File: config.mk
export PLATFORM = sky130hd
export DESIGN_NAME = mem_port_arbiter
export DESIGN_NICKNAME = d
export VERILOG_FILES = /design/src/rtl/kgp_risc_pkg.sv /design/src/rtl/mem_port_arbiter_rr_pick3.sv /design/src/rtl/mem_port_arbiter.sv
export SDC_FILE = /design/constraint.sdc
export NUM_CORES = 1
export LEC_CHECK = 0
export ABC_AREA = 1
export CORE_ASPECT_RATIO = 0.75
export CORE_MARGIN = 10
export CORE_UTILIZATION = 45
export CTS_BUF_LIST = sky130_fd_sc_hd__clkbuf_8
export CTS_CLUSTER_SIZE = 14
export DETAILED_ROUTE_END_ITERATION = 8
export PLACE_DENSITY_LB_ADDON = 0.05
export SLEW_MARGIN = 5
export SYNTH_ARGS = -nofsm -noshare
export SYNTH_HDL_FRONTEND = slang
export SYNTH_SLANG_ARGS = --single-unit
export TNS_END_PERCENT = 10
File: constraint.sdc
create_clock -name clk -period 1.65 [get_ports clk]
set_input_delay 0.495 -clock clk [delete_from_list [all_inputs] [get_ports clk]]
set_output_delay 0.495 -clock clk [all_outputs]
set_load 0.02 [all_outputs]
File: src/rtl/kgp_risc_pkg.sv
// Shared encodings for the memory-port arbiter: FSM states and datapath mux select codes.
package kgp_risc_pkg;

  typedef enum logic {
    ST_IDLE = 1'b0,
    ST_BUSY = 1'b1
  } arb_state_t;

  localparam logic [1:0] SEL_R0 = 2'b00;
  localparam logic [1:0] SEL_R1 = 2'b01;
  localparam logic [1:0] SEL_R2 = 2'b10;

  function automatic logic [2:0] sel_to_onehot(input logic [1:0] s);
    logic [2:0] oh;
    oh = 3'b000;
    case (s)
      SEL_R0:  oh = 3'b001;
      SEL_R1:  oh = 3'b010;
      SEL_R2:  oh = 3'b100;
      default: oh = 3'b000;
    endcase
    return oh;
  endfunction

endpackage

File: src/rtl/mem_port_arbiter_rr_pick3.sv
// Combinational 3-way round-robin picker: the search starts just after the previous winner.
module rr_pick3
  import kgp_risc_pkg::*;
(
  input  logic [2:0] req,
  input  logic [1:0] last,
  output logic [1:0] winner,
  output logic       valid
);

  always_comb begin
    winner = SEL_R0;
    valid  = |req;
    case (last)
      SEL_R0: begin
        if (req[1])      winner = SEL_R1;
        else if (req[2]) winner = SEL_R2;
        else             winner = SEL_R0;
      end
      SEL_R1: begin
        if (req[2])      winner = SEL_R2;
        else if (req[0]) winner = SEL_R0;
        else             winner = SEL_R1;
      end
      default: begin
        if (req[0])      winner = SEL_R0;
        else if (req[1]) winner = SEL_R1;
        else             winner = SEL_R2;
      end
    endcase
  end

endmodule

File: src/rtl/mem_port_arbiter.sv
// Round-robin arbiter for a shared memory path with three requesters and a BUSY timeout.
module mem_port_arbiter
  import kgp_risc_pkg::*;
#(
  parameter int TIMEOUT = 15
) (
  input  logic       clk,
  input  logic       rst,
  input  logic [2:0] req,
  input  logic       mem_ack,
  output logic [1:0] sel,
  output logic [2:0] gnt,
  output logic       mem_valid,
  output logic [2:0] done,
  output logic       err
);

  localparam logic [7:0] TIMEOUT_CNT = 8'(TIMEOUT);

  arb_state_t state;
  logic [7:0] cnt;
  logic [1:0] last;
  logic [1:0] pick;
  logic       pick_valid;

  rr_pick3 u_pick (
    .req    (req),
    .last   (last),
    .winner (pick),
    .valid  (pick_valid)
  );

  // sel doubles as the owner index while BUSY; it is only updated on a new grant.
  always_ff @(posedge clk) begin
    if (rst) begin
      state     <= ST_IDLE;
      gnt       <= 3'b000;
      sel       <= SEL_R0;
      mem_valid <= 1'b0;
      done      <= 3'b000;
      err       <= 1'b0;
      cnt       <= 8'd0;
      last      <= SEL_R2;
    end else begin
      done <= 3'b000;
      err  <= 1'b0;
      case (state)
        ST_IDLE: begin
          if (pick_valid) begin
            state     <= ST_BUSY;
            sel       <= pick;
            gnt       <= sel_to_onehot(pick);
            mem_valid <= 1'b1;
            cnt       <= 8'd1;
          end
        end
        ST_BUSY: begin
          // An ack on the final allowed cycle wins over the timeout.
          if (mem_ack) begin
            done      <= gnt;
            gnt       <= 3'b000;
            mem_valid <= 1'b0;
            last      <= sel;
            cnt       <= 8'd0;
            state     <= ST_IDLE;
          end else if (cnt == TIMEOUT_CNT) begin
            err       <= 1'b1;
            gnt       <= 3'b000;
            mem_valid <= 1'b0;
            last      <= sel;
            cnt       <= 8'd0;
            state     <= ST_IDLE;
          end else begin
            cnt <= cnt + 8'd1;
          end
        end
        default: state <= ST_IDLE;
      endcase
    end
  end

endmodule

==> results of run 1 <==
## per-stage QoR
step                setup TNS (ns)  total power, uW  instances  utilization (%)
finish                           0             1030        189             60.7
global route                     0             1070        189             60.7
CTS                              0             1040        189             60.5
detailed placement          -0.460              706        185             58.9
global placement            -0.298              704        185             58.9
floorplan                        0              633        140                -
## worst min path at each step
| stage | start | depth (start not counted) | endpoint | slack [ns] |
|---|---|---|---|---|
| 4_1_cts | gnt[1]$_SDFFE_PP0P_ | 2 | done[1]$_SDFF_PP0_ | 0.45 |
| 2_1_floorplan | cnt[1]$_SDFFE_PP0P_ | 2 | cnt[1]$_SDFFE_PP0P_ | 0.46 |
| 6_report | gnt[1]$_SDFFE_PP0P_ | 2 | done[1]$_SDFF_PP0_ | 0.44 |
| 3_3_place_gp | gnt[2]$_SDFFE_PP0P_ | 2 | done[2]$_SDFF_PP0_ | 0.43 |
| 5_1_grt | gnt[1]$_SDFFE_PP0P_ | 2 | done[1]$_SDFF_PP0_ | 0.48 |
| 3_5_place_dp | gnt[1]$_SDFFE_PP0P_ | 2 | done[1]$_SDFF_PP0_ | 0.44 |
## cell families (layout without fill, tap and decap cells)
kind of cell	Yosys count	in the layout	synth area share (%)
fa+ha+maj	1	1	1.29
buf+inv	19	44	7.37
compound gates	22	22	12.5
xor+xnor	1	1	0.906
simple gates	76	76	34.4
flops	21	21	43.5
## power by group
part           switching [uW]  internal, uW  leakage [uW]  total [uW]
clock network             177           169     0.0000255         346
logic                    83.8          59.9      0.000360         144
registers                15.9           527      0.000171         543
## Yosys cell counts
cell type and number:
o21bai_2 1, nor2_1 16, nor3_1 2, o21ai_0 5, o21a_1 1, ha_1 1, nor2_2 6, clkbuf_1 1
nand3_1 15, nand2_2 2, dfxtp_1 21, o21bai_1 1, nand2_1 34, xnor2_1 1, a21oi_1 14, nand3_2 1
inv_1 18
## sequential cells by signal (all words and copies together) (netlist names)
register   cells
cnt            8
state          1
err            1
sel            2
done           3
mem_valid      1
last           2
gnt            3
## layer usage
metal / track usage (%) / up-vias
met3: 4.30 / 2
li1: - / 496
met2: 15.2 / 21
met5: 0 / -
met1: 13.0 / 403
met4: 2.39 / 0
## layout by cell type, fill, tap and decap left out, types with 2 or more instances in the layout
cell type	n
nor2_1	15
nor3_1	2
inv_1	18
clkdlybuf4s50_1	5
clkbuf_8	3
a21oi_1	14
o21ai_0	5
dfxtp_1	21
nand2_1	34
nor2_2	7
nand2_2	2
nand3_1	15
buf_4	7
dlygate4sd2_1	10
## worst reg2reg max path, cell delays in order, from the launching register on
cell,delay (ns)
dfxtp_1,0.38
ha_1,0.21
nand3_2,0.14
nor2_2,0.18
nor2_1,0.08
o21ai_0,0.15
nand3_1,0.08
## layout make-up
class	count	share of cell area, %
multi-input cells	100	38.8
flip-flops and latches	21	34.1
repair buffers	22	15.4
inverters	18	5.48
clock buffers	3	3.35
well taps	24	2.44
clock inverters	1	0.406
==> flow_metrics.py, run 1 <==
metrics = {
    "yosys": {
        "synth.largest_area_cell": "dfxtp_1",
        "ys_warn_count": 0,
        "synth.avg_cell_area_sq_um": 6.91,
        "syn_area_sq_um": 967,
        "synth_area_leaders": "dfxtp_1 (43%), nand2_1 (13%), nand3_1 (7.8%), a21oi_1 (7.2%), inv_1 (7.0%)",
        "syn_nets": 147,
        "ys_ff_latch": 21,
        "netlist.area_leader.share_pct": 43.5,
        "yosysSeqAreaShare_pct": 43.5,
        "synth_cell_types": 17,
        "synth_cells": 140,
    },
    "route": {
        "met2_length_um": 957,
        "firstDrtPassIters": 4,
        "detail_route.wl_per_cell_um": 11.6,
        "drt-vias-per-instance": 4.88,
        "drc": 0,
        "totalWireLength_um": 2190,
        "top_layer_used": "met4",
        "drt_iter0_markers": 52,
        "drtAntennaViolNets": 0,
        "met3_wirelength_um": 152,
        "wl_met1_um": 1070,
        "vias": 922,
    },
    "sta": {
        "slew_violations": 0,
        "fmax_ghz": 0.673,
        "rsz0062_at_grt": "false",
        "worst_pin_slew_ns": 0.272,
        "setup_viol": 0,
        "relSlewSlack_pct": 81.7,
        "period_share_pct": 90.1,
        "setup_ws_ns": 0.163,
        "final_hold_viol_count": 0,
        "fin_hold_ws_ns": 0.442,
        "fin_crit_ns": 1.49,
        "fin_skew_ns": 0.00129,
    },
    "finish": {
        "num_antenna_cells": 0,
        "multiInputGateArea_sq_um": 478,
        "final_area_sq_mm": 0.00123,
        "nNetsFinal": 173,
        "final_layout_size_suffix_gt1_share_pct": 13.3,
        "nFillCells": 207,
        "seqCellArea_sq_um": 420,
        "area_growth_pct": 27.4,
    },
    "status": {
        "status": "finished clean",
    },
    "setup_path": {
        "path_cells": "dlygate4sd2_1",
        "cpMaxStageDelayCell": "dfxtp_1",
        "critPathLaunch": "sel[1]$_SDFFE_PP0P_",
        "critPathKind": "reg2out",
        "timing.rr.start": "cnt[0]$_SDFFE_PP0P_",
        "crit_path_end_kind": "primary output",
        "crit_required_ns": 1.15,
        "r2r_slack_ns": 0.32,
        "reg2reg_depth": 6,
        "cpLargestDelayFamily": "flip-flops",
        "setup.worst_path.start_class": "flip-flop",
        "cp-endpoint": "sel[1]",
        "slowest_delay_ns": 0.37,
        "crit_fanout": 3,
        "cp.buffers_inverters": 1,
        "timing.rr.end": "last[1]$_SDFFE_PP1P_",
        "crit_cells": 1,
        "worst_ep_arrival_time_ns": 0.99,
    },
    "placement": {
        "dp_slack_ns": -0.0798,
        "io_buffer_count": 15,
        "place_congestion": 0.782,
        "post-dp-hpwl_um": 1700,
        "place_area_sq_mm": 0.00120,
    },
    "clocking": {
        "cts.clk_slew.worst_paths_ns": 0.08,
        "cts_made_buffers": 3,
        "cts_hold_buf": 0,
        "cts_tree": "built",
        "cts.repair.resized": 10,
        "cts-root-buf": "clkbuf_8",
        "post_cts_buffers": 0,
        "htreeDepth": 1,
        "clk_latency_ns": 0.26,
        "clock_path_buffers": 2,
        "cts_sinks": 21,
    },
    "floorplanning": {
        "core_sq_mm": 0.00203,
        "initial_utilization_pct": 47.6,
        "dieArea_sq_mm": 0.00442,
        "ios": 16,
        "dieWidth_um": 73.5,
        "die_h_um": 60.2,
        "row_count": 14,
    },
    "job": {
        "cap_violations": 0,
    },
    "global_route": {
        "grtUsageTotal_pct": 10.1,
        "antenna_found_initial": 0,
        "overflow": 0,
        "grt_pass1_wl_um": 3560,
        "grt_max_degree": 15,
        "grt_pass1_vias": 810,
    },
    "pwr": {
        "static-leakage-power_uw": 0.000557,
        "p_per_area_mw_per_mm2": 837,
        "peakVddDrop_mv": 0.618,
    },
    "min_path": {
        "hp-class": "reg2reg",
    },
}
No activity file was read; power rests on OpenSTA's default activity.
==> run 2: changes to the inputs <==
- SLEW_MARGIN: 5 -> 20
==> results of run 2 <==
Final layout, timing and power as in run 1 (identical DEF).
==> run 3: changes to the inputs <==
- CTS_CLUSTER_SIZE: 14 -> 24
==> results of run 3 <==
Final layout, timing and power as in run 1 (identical DEF).
